==> src/rtl/scroll_ctrl_if.sv <==
// Command and display bundle for scroll_ctrl. The controller drives the master side,
// and scroll_ctrl implements the slave side.
interface scroll_ctrl_if;
    logic       clear;
    logic       start;
    logic       stop;
    logic       step;
    logic       dir;
    logic [1:0] speed;
    logic [3:0] base;
    logic [3:0] digit_sel;
    logic [3:0] digit_val;
    logic       running;
    logic       wrap;
    logic [1:0] dbg_state;

    // All command inputs are single-cycle pulses sampled on the rising clock edge.
    // There is no back-pressure: every pulse is either acted on or dropped in that cycle.
    modport master (
        output clear, start, stop, step, dir, speed,
        input  base, digit_sel, digit_val, running, wrap, dbg_state
    );

    modport slave (
        input  clear, start, stop, step, dir, speed,
        output base, digit_sel, digit_val, running, wrap, dbg_state
    );
endinterface

==> src/rtl/scroll_ctrl.sv <==
// Scrolling 4-digit hex window: a run/pause/step FSM moves a modulo-16 base,
// and a refresh scanner multiplexes base..base+3 onto the digits.
module scroll_ctrl #(
    parameter int unsigned TICK_DIV    = 12_500_000,
    parameter int unsigned REFRESH_DIV = 100_000
) (
    input  logic          clk,
    input  logic          rst,
    scroll_ctrl_if.slave  bus
);
    localparam int PW = $clog2(TICK_DIV);
    localparam int RW = $clog2(REFRESH_DIV);

    typedef enum logic [1:0] {
        IDLE  = 2'd0,
        RUN   = 2'd1,
        PAUSE = 2'd2
    } state_t;

    state_t        state_q, state_d;
    logic [3:0]    base_q, base_d;
    logic [PW-1:0] presc_q, presc_d;
    logic          wrap_q, wrap_d;
    logic [RW-1:0] ref_q, ref_d;
    logic [1:0]    idx_q, idx_d;

    logic [PW-1:0] limit;
    logic [3:0]    adv_val;
    logic          adv_wrap;

    // The limit follows speed combinationally. Because the compare is >=,
    // a prescaler already past a lowered limit ticks on the next cycle.
    assign limit    = PW'((TICK_DIV >> bus.speed) - 32'd1);
    assign adv_val  = bus.dir ? (base_q - 4'd1) : (base_q + 4'd1);
    assign adv_wrap = bus.dir ? (base_q == 4'h0) : (base_q == 4'hF);

    always_ff @(posedge clk or negedge rst) begin
        if (!rst) begin
            state_q <= IDLE;
            base_q  <= 4'h0;
            presc_q <= '0;
            wrap_q  <= 1'b0;
        end else begin
            state_q <= state_d;
            base_q  <= base_d;
            presc_q <= presc_d;
            wrap_q  <= wrap_d;
        end
    end

    // The else-if chain sets command priority: a higher-priority pulse
    // blocks the lower ones, even when that higher pulse has no effect.
    always_comb begin
        state_d = state_q;
        base_d  = base_q;
        presc_d = presc_q;
        wrap_d  = 1'b0;
        if (bus.clear) begin
            state_d = IDLE;
            base_d  = 4'h0;
            presc_d = '0;
        end else if (bus.stop) begin
            if (state_q == RUN) begin
                state_d = PAUSE;
            end
        end else if (bus.start && (state_q != RUN)) begin
            state_d = RUN;
            presc_d = '0;
        end else if (bus.step && (state_q != RUN)) begin
            base_d = adv_val;
            wrap_d = adv_wrap;
        end else if (state_q == RUN) begin
            if (presc_q >= limit) begin
                presc_d = '0;
                base_d  = adv_val;
                wrap_d  = adv_wrap;
            end else begin
                presc_d = presc_q + PW'(1);
            end
        end
    end

    always_ff @(posedge clk or negedge rst) begin
        if (!rst) begin
            ref_q <= '0;
            idx_q <= 2'd3;
        end else begin
            ref_q <= ref_d;
            idx_q <= idx_d;
        end
    end

    always_comb begin
        ref_d = ref_q + RW'(1);
        idx_d = idx_q;
        if (ref_q == RW'(REFRESH_DIV - 1)) begin
            ref_d = '0;
            idx_d = idx_q - 2'd1;
        end
    end

    // The display is decoded from registered state, so it changes on the same edge as base.
    assign bus.digit_sel = ~(4'b0001 << idx_q);
    assign bus.digit_val = base_q + (4'd3 - {2'b00, idx_q});
    assign bus.base      = base_q;
    assign bus.running   = (state_q == RUN);
    assign bus.wrap      = wrap_q;
    assign bus.dbg_state = state_q;
endmodule

==> src/flat_wrapper.sv <==
// flat-port wrapper written by rule: the top's interface ports become plain ports
module scroll_ctrl_flat 
#(
    parameter int unsigned TICK_DIV    = 12_500_000,
    parameter int unsigned REFRESH_DIV = 100_000
)
  (clk, rst, bus_clear, bus_start, bus_stop, bus_step, bus_dir, bus_speed, bus_base, bus_digit_sel, bus_digit_val, bus_running, bus_wrap, bus_dbg_state);
  scroll_ctrl_if bus_i ();
  input  logic clk;
  input  logic rst;
  input wire logic [$bits(bus_i.clear)-1:0] bus_clear;
  input wire logic [$bits(bus_i.start)-1:0] bus_start;
  input wire logic [$bits(bus_i.stop)-1:0] bus_stop;
  input wire logic [$bits(bus_i.step)-1:0] bus_step;
  input wire logic [$bits(bus_i.dir)-1:0] bus_dir;
  input wire logic [$bits(bus_i.speed)-1:0] bus_speed;
  output wire logic [$bits(bus_i.base)-1:0] bus_base;
  output wire logic [$bits(bus_i.digit_sel)-1:0] bus_digit_sel;
  output wire logic [$bits(bus_i.digit_val)-1:0] bus_digit_val;
  output wire logic [$bits(bus_i.running)-1:0] bus_running;
  output wire logic [$bits(bus_i.wrap)-1:0] bus_wrap;
  output wire logic [$bits(bus_i.dbg_state)-1:0] bus_dbg_state;
  assign bus_i.clear = bus_clear;
  assign bus_i.start = bus_start;
  assign bus_i.stop = bus_stop;
  assign bus_i.step = bus_step;
  assign bus_i.dir = bus_dir;
  assign bus_i.speed = bus_speed;
  assign bus_base = bus_i.base;
  assign bus_digit_sel = bus_i.digit_sel;
  assign bus_digit_val = bus_i.digit_val;
  assign bus_running = bus_i.running;
  assign bus_wrap = bus_i.wrap;
  assign bus_dbg_state = bus_i.dbg_state;
  scroll_ctrl #(.TICK_DIV(TICK_DIV), .REFRESH_DIV(REFRESH_DIV)) u_core (.clk(clk), .rst(rst), .bus(bus_i));
endmodule
==> config.mk <==
export PLATFORM = sky130hd
export DESIGN_NAME = scroll_ctrl_flat
export DESIGN_NICKNAME = d
export VERILOG_FILES = /design/src/rtl/scroll_ctrl_if.sv /design/src/rtl/scroll_ctrl.sv /design/src/flat_wrapper.sv
export SDC_FILE = /design/constraint.sdc
export NUM_CORES = 1
export LEC_CHECK = 0
export ABC_AREA = 1
export CAP_MARGIN = 30
export CELL_PAD_IN_SITES_DETAIL_PLACEMENT = 1
export CELL_PAD_IN_SITES_GLOBAL_PLACEMENT = 1
export CORE_MARGIN = 4
export CORE_UTILIZATION = 44
export DETAILED_ROUTE_END_ITERATION = 8
export PLACE_DENSITY_LB_ADDON = 0.05
export SLEW_MARGIN = 20
export SYNTH_ARGS = -nofsm -noshare
export SYNTH_HDL_FRONTEND = slang
export SYNTH_SLANG_ARGS = --single-unit
==> constraint.sdc <==
create_clock -name clk -period 2 [get_ports clk]
set_input_delay 0.3 -clock clk [delete_from_list [all_inputs] [get_ports clk]]
set_output_delay 0.3 -clock clk [all_outputs]
set_load 0.005 [all_outputs]
## After elaboration in Yosys (flattened, before gate mapping)

Index checks and enable logic that the tools add are counted.

| storage, ports and cells | value |
|---|---|
| bits in registers | 50 |
| input bits | 9 |
| output and inout port bits | 16 |
| word-level logic and storage cells | 61 |

| cells by class | value |
|---|---|
| $add $sub $neg | 8 |
| $lt $le $gt $ge | 1 |
| eq/ne operators | 8 |
| shift operators | 2 |
| mux-type cells | 25 |
| bitwise operators | 1 |
| reductions and logical operators | 10 |

Operator list:

| kind | count |
|---|---|
| 24-bit 2-to-1 mux | 6 |
| 4-bit 2-to-1 mux | 7 |
| 24-bit by 1-bit adder with 24-bit output (second input constant) | 1 |
| 24-bit greater-or-equal comparator | 1 |
| 24-bit by 2-bit right shift with 24-bit output (first input constant) | 1 |
| 24-bit by 1-bit subtractor with 24-bit output (second input constant) | 1 |
| 17-bit by 1-bit adder with 17-bit output (second input constant) | 1 |
| 17-bit equality test (second input constant) | 1 |
| 17-bit 2-to-1 mux | 1 |
| 3-bit nonzero test | 4 |
| 2-bit 2-to-1 mux | 4 |
| 1-bit 2-to-1 mux | 7 |
| 3-bit by 2-bit inequality test with 1-bit output (second input constant) | 2 |
| 4-bit by 1-bit adder with 4-bit output (second input constant) | 1 |
| 4-bit adder | 1 |
| 4-bit equality test (second input constant) | 1 |
| 4-bit zero test | 1 |
| 2-bit inequality test (second input constant) | 2 |
| 4-bit NOT | 1 |
| 4-bit AND reduction | 1 |
| 1-bit by 2-bit left shift with 4-bit output (first input constant) | 1 |
| 4-bit by 1-bit subtractor with 4-bit output (second input constant) | 1 |
| 3-bit AND reduction | 1 |
| 2-bit by 2-bit subtractor with 3-bit output (first input constant) | 1 |
| 5 further kinds | 6 |

## Longest topological paths before layout

| logic depth | value |
|---|---|
| depth after elaboration | 9 |
| gate-level depth with buffers | 16 |
| mapped depth without buffers | 16 |

## Least setup slack after synthesis

No wires, ideal clock.

| timing path | value |
|---|---|
| path kind | input -> register |
| from | input port bus_speed[1] |
| to | register u_core.presc_q[10] |
| setup time | 0.127 ns |
| arrival | 1.968 ns |
| required time | 1.873 ns |
| path slack | -0.095 ns |
| stages on the path | 14 |
| path buffers | 2 |
| cell sequence | buf_4 -> nor2_1 -> inv_1 -> ha_1 -> nand2_1 -> nor2_1 -> nand3_2 -> nor2_2 -> nand3_2 -> nand3_2 -> nor2_4 -> nand2_2 -> buf_6 -> a21oi_2 |

| between the ends | value |
|---|---|
| word-level cells in the longest chain between the ends | 9 |

RTL lines:

| what | line | source |
|---|---|---|
| start, declared | flat_wrapper.sv:16 | `input wire logic [$bits(bus_i.speed)-1:0] bus_speed;` |
| 24-bit by 2-bit right shift with 24-bit output | scroll_ctrl.sv:33 | `assign limit = PW'((TICK_DIV >> bus.speed) - 32'd1);` |
| 24-bit by 1-bit subtractor with 24-bit output | scroll_ctrl.sv:33 |  |
| 24-bit greater-or-equal comparator | scroll_ctrl.sv:73 | `if (presc_q >= limit) begin` |
| 24-bit 2-to-1 mux | scroll_ctrl.sv:73 |  |
| 24-bit 2-to-1 mux | scroll_ctrl.sv:72 | `end else if (state_q == RUN) begin` |
| 24-bit 2-to-1 mux | scroll_ctrl.sv:69 | `end else if (bus.step && (state_q != RUN)) begin` |
| 24-bit 2-to-1 mux | scroll_ctrl.sv:66 | `end else if (bus.start && (state_q != RUN)) begin` |
| 24-bit 2-to-1 mux | scroll_ctrl.sv:62 | `end else if (bus.stop) begin` |
| 24-bit 2-to-1 mux | scroll_ctrl.sv:58 | `if (bus.clear) begin` |
| end signal, assigned | scroll_ctrl.sv:46 | `presc_q <= presc_d;` |
| end, declared | scroll_ctrl.sv:22 | `logic [PW-1:0] presc_q, presc_d;` |

No other way between the ends. The select of a mux whose other input is x is not followed.
A chain may end at the register's enable or synchronous reset.

## Final worst setup path

| timing path | value |
|---|---|
| from | register u_core.presc_q[23] |
| to | register u_core.base_q[1] (netlist: u_core.bus.base[1]) |

| between the ends | value |
|---|---|
| word-level cells in the longest chain between the ends | 3 |

RTL lines:

| what | line | source |
|---|---|---|
| 24-bit greater-or-equal comparator | scroll_ctrl.sv:73 |  |
| 3-bit nonzero test (no source line) | - |  |
| 4-bit AND reduction (no source line) | - |  |
| end signal, assigned | scroll_ctrl.sv:45 | `base_q <= base_d;` |
| end, declared | scroll_ctrl.sv:21 | `logic [3:0] base_q, base_d;` |

No other way between the ends.

==> results by group <==
Synth
  • Post-Syn Area: 3730 um^2
  • Flops & latches, synth: 50
  • EDFF count, synth: 0
  • Top-count cell post-synth: nand2_1
  • Synth cell count leaders: nand2_1, inv_1, nor2_1
  • Cell taking the most area after synthesis: dfrtp_1
  • Syn Area/Cell: 7.51 um^2
  • Yosys cell types: 32
  • Seq/Total Area, Yosys: 0.336
  • Dominant synthesized flop cell: dfrtp_1
  • Ys Warns: 0
  • Synth top area share: 0.322
  • Synth area leaders: dfrtp_1, nand2_1, ha_1, inv_1, nor2_1
  • Cells after Synth: 497
  • Asr flop ratio synth: 1.00

Clock tree
  • CTS Buf Count: 5
  • CTS tree: yes
  • Clk root buf: clkbuf_8
  • Max Root-Sink Buffers: 2
  • H-tree depth: 2
  • Worst-Skew Late Latency: 0.32 ns
  • Clock-pin slew on the worst setup and hold paths: 0.12 ns
  • Clk sinks: 50

Finish
  • Final instance area: 5030 um^2
  • Final core occ: 0.612
  • Diode count: 0
  • Area Overhead vs Synth: 34.7%
  • Net count, final: 627
  • Post-route insts no fill: 692
  • Layout cell share with drive strength beyond 1: 0.329

Placed design
  • Port Buf Inserts: 24
  • Cell area after placement: 4470 um^2
  • Pre-CTS setup slack: -0.809 ns
  • Placed Instances: 671
  • Post-DP HPWL: 8490 um
  • GP Congestion: 0.911

Min path
  • Hold path start: u_core.ref_q[16]
  • Worst-case hold path end point: u_core.ref_q[16]
  • Worst min path class: flip-flop to flip-flop
  • Hold Path Cell Cnt: 1

Job
  • MaxCap Viol Count: 0

Route
  • WL per Instance: 18.2 um
  • Post-route ant nets: 0
  • DRT Pass-1 Iters: 4
  • Vias: 3704
  • Drt initial violations: 145
  • Vias per cell: 5.35
  • DRC Markers: 0
  • Final WL: 12600 um

Pwr
  • Reg power frac: 0.486
  • VDD IR max: 0.000310 V
  • Net Sw Frac: 0.317
  • Power density over the cells: 436 nW/um^2
  • Sw power: 695 uW
  • Clk network pwr share: 0.300
  • Internal power: 1.50 mW
  • Pleak: 2.34 nW
  • Combinational fraction of design power: 0.214

Global route
  • Busiest grt layer: met2
  • First-pass GRT wire length: 19100 um
  • GR Util met1: 0.301
  • GRT Resource Usage Total: 0.239
  • Pin count of the biggest net entering global routing: 31
  • GR Util met2: 0.429
  • Vias in the first global route: 3955
  • Routing usage on met3: 0.0285
  • GRT overflow: 0
  • Antenna violations before repair: 0

Setup path
  • Data required time of the worst path: 2.21 ns
  • R2R Path Start: u_core.presc_q[23]
  • CP Cell Sequence: ha_4 -> nand2_4 -> nor2_4 -> nand3_4 -> nor2_4 -> nand3_2 -> buf_6 -> nand4_1 -> nand3_1 -> nand2_1 -> nor2_1
  • Crit path DAT: 2.22 ns
  • Crit-path slowest cell: dfrtp_2
  • Worst R2R Path Depth: 11
  • Worst-path maximum fanout: 5
  • Worst Setup End Kind: flip-flop
  • Setup CP Type: flip-flop to flip-flop
  • R2R setup slack: -0.008 ns
  • Crit path top cell by count: nor2_4
  • Reg2reg end: u_core.bus.base[1]
  • Crit-path max cell delay: 0.48 ns
  • Startpoint Class: flip-flop

Floorplan
  • Die W: 100 um
  • I/O Pins: 25
  • Initial Util: 0.455
  • Core area: 8220 um^2
  • Die Y: 100 um
  • Die area: 10000 um^2
  • Number of cell rows: 33

Timing
  • Setup violations, final: 1
  • Least-Margin Pin Slew: 0.514 ns
  • Unrepaired setup endpoints after global routing: true
  • Final min period: 2.01 ns
  • Final Max Slew Viols: 0
  • Hold WS: 0.454 ns
  • Final period utilization: 1.00
  • Worst Slack Setup Final: -0.00849 ns
  • Hold Vio Cnt, Final: 0
  • Clk_skew: 0.0206 ns
  • Worst slew margin: 0.658
  • Fmax: 498 MHz

Outcome
  • Status: finished with violations
  • Failing checks: setup timing
critical path, delay by kind of cell (launching register included):
kind                     cells  cell delay [ns]
adder cells (fa/ha/maj)      1             0.32
AND/OR/NAND/NOR              9             0.96
buffers and inverters        1             0.14
flip-flops                   1             0.48
how the worst max path moves through the flow:
stage / from / end / slack, ns / depth (start not counted)
2_1_floorplan: bus_speed[1] / u_core.presc_q[11] / 0.007 / 14
3_3_place_gp: bus_speed[1] / u_core.bus.base[1] / -0.71 / 15
3_5_place_dp: bus_speed[0] / u_core.bus.base[2] / -0.81 / 17
4_1_cts: u_core.idx_q[0] / bus_digit_val[2] / -0.1 / 5
5_1_grt: u_core.presc_q[15] / u_core.bus.base[2] / -0.12 / 13
6_report: u_core.presc_q[23] / u_core.bus.base[1] / -0.008 / 11
metrics by stage:
stage / setup TNS, ns / power [mW]
after floorplan: 0 / 1.29
after global placement: -19.01 / 1.48
after detailed placement: -21.31 / 1.49
after CTS: -0.107 / 2.18
after global routing: -0.887 / 2.31
final: -0.00849 / 2.19
area by class of cell:
class / instances / area, um^2
Inverter: 76 / 293
Clock inverter: 3 / 28.8
Tap cell: 105 / 131
Clock buffer: 5 / 68.8
Multi-Input combinational cell: 366 / 2520
Timing Repair Buffer: 87 / 733
Fill cell: 1027 / 3190
Sequential cell: 50 / 1260
routing by layer:
metal / vias up / wire (um)
li1: 1773 / -
met1: 1806 / 5320
met2: 89 / 6470
met3: 36 / 377
met4: 0 / 448
met5: - / 0
what timing repair did:
| action | 4_1_cts | 5_1_grt |
|---|---|---|
| hold buffers | 1 | 0 |
| buffers inserted | 6 | 6 |
| gates resized for setup | 60 | 55 |
| pin swaps | 23 | 27 |
| endpoints found under the hold margin | 20 | 0 |
| setup endpoints to repair | 35 | 35 |
| gates cloned | 0 | 0 |
cell usage in the layout, fill, tap and decap left out, types with 4 or more instances in the layout:
cell type | netlist | final
nand2_1 | 108 | 95
inv_1 | 70 | 64
buf_4 | 2 | 53
dfrtp_1 | 48 | 44
nor2_1 | 54 | 43
nand3_1 | 39 | 34
a21oi_2 | 20 | 26
o21ai_0 | 19 | 17
xor2_1 | 16 | 16
ha_1 | 30 | 14
ha_4 | 0 | 14
clkdlybuf4s50_1 | 0 | 14
nand2_2 | 4 | 13
nor2_2 | 7 | 12
nand4_1 | 11 | 11
nand3_2 | 7 | 10
a21oi_1 | 15 | 9
inv_2 | 6 | 9
nor2_4 | 3 | 9
nor3_1 | 9 | 8
buf_6 | 2 | 7
xnor2_1 | 6 | 6
nand2_4 | 2 | 6
buf_2 | 2 | 6
clkbuf_8 | 0 | 5
nor4_1 | 4 | 4
dfrtp_2 | 0 | 4
kinds of logic after synthesis:
kind of cell	Yosys count	share of synthesized area
xor+xnor	22	0.0516
buf+inv	82	0.0891
simple gates	253	0.314
other cells	2	0.00201
compound gates	56	0.0965
fa+ha+maj	32	0.111
flops	50	0.336
sequential cells by signal, summed over array words and instances, names as in the netlist:
name	count
u_core.ref_q	17
u_core.presc_q	24
u_core.idx_q	2
u_core.bus.dbg_state	2
u_core.bus.base	4
u_core.bus.wrap	1
power by group through the flow:
stage	combinational, mW	clock (mW)	sequential [mW]
floorplan	0.208	0	1.08
global placement	0.396	0	1.08
detailed placement	0.412	0	1.08
CTS	0.441	0.673	1.06
global route	0.518	0.724	1.07
finish	0.469	0.659	1.07
Power figures use the tool's default switching activity.
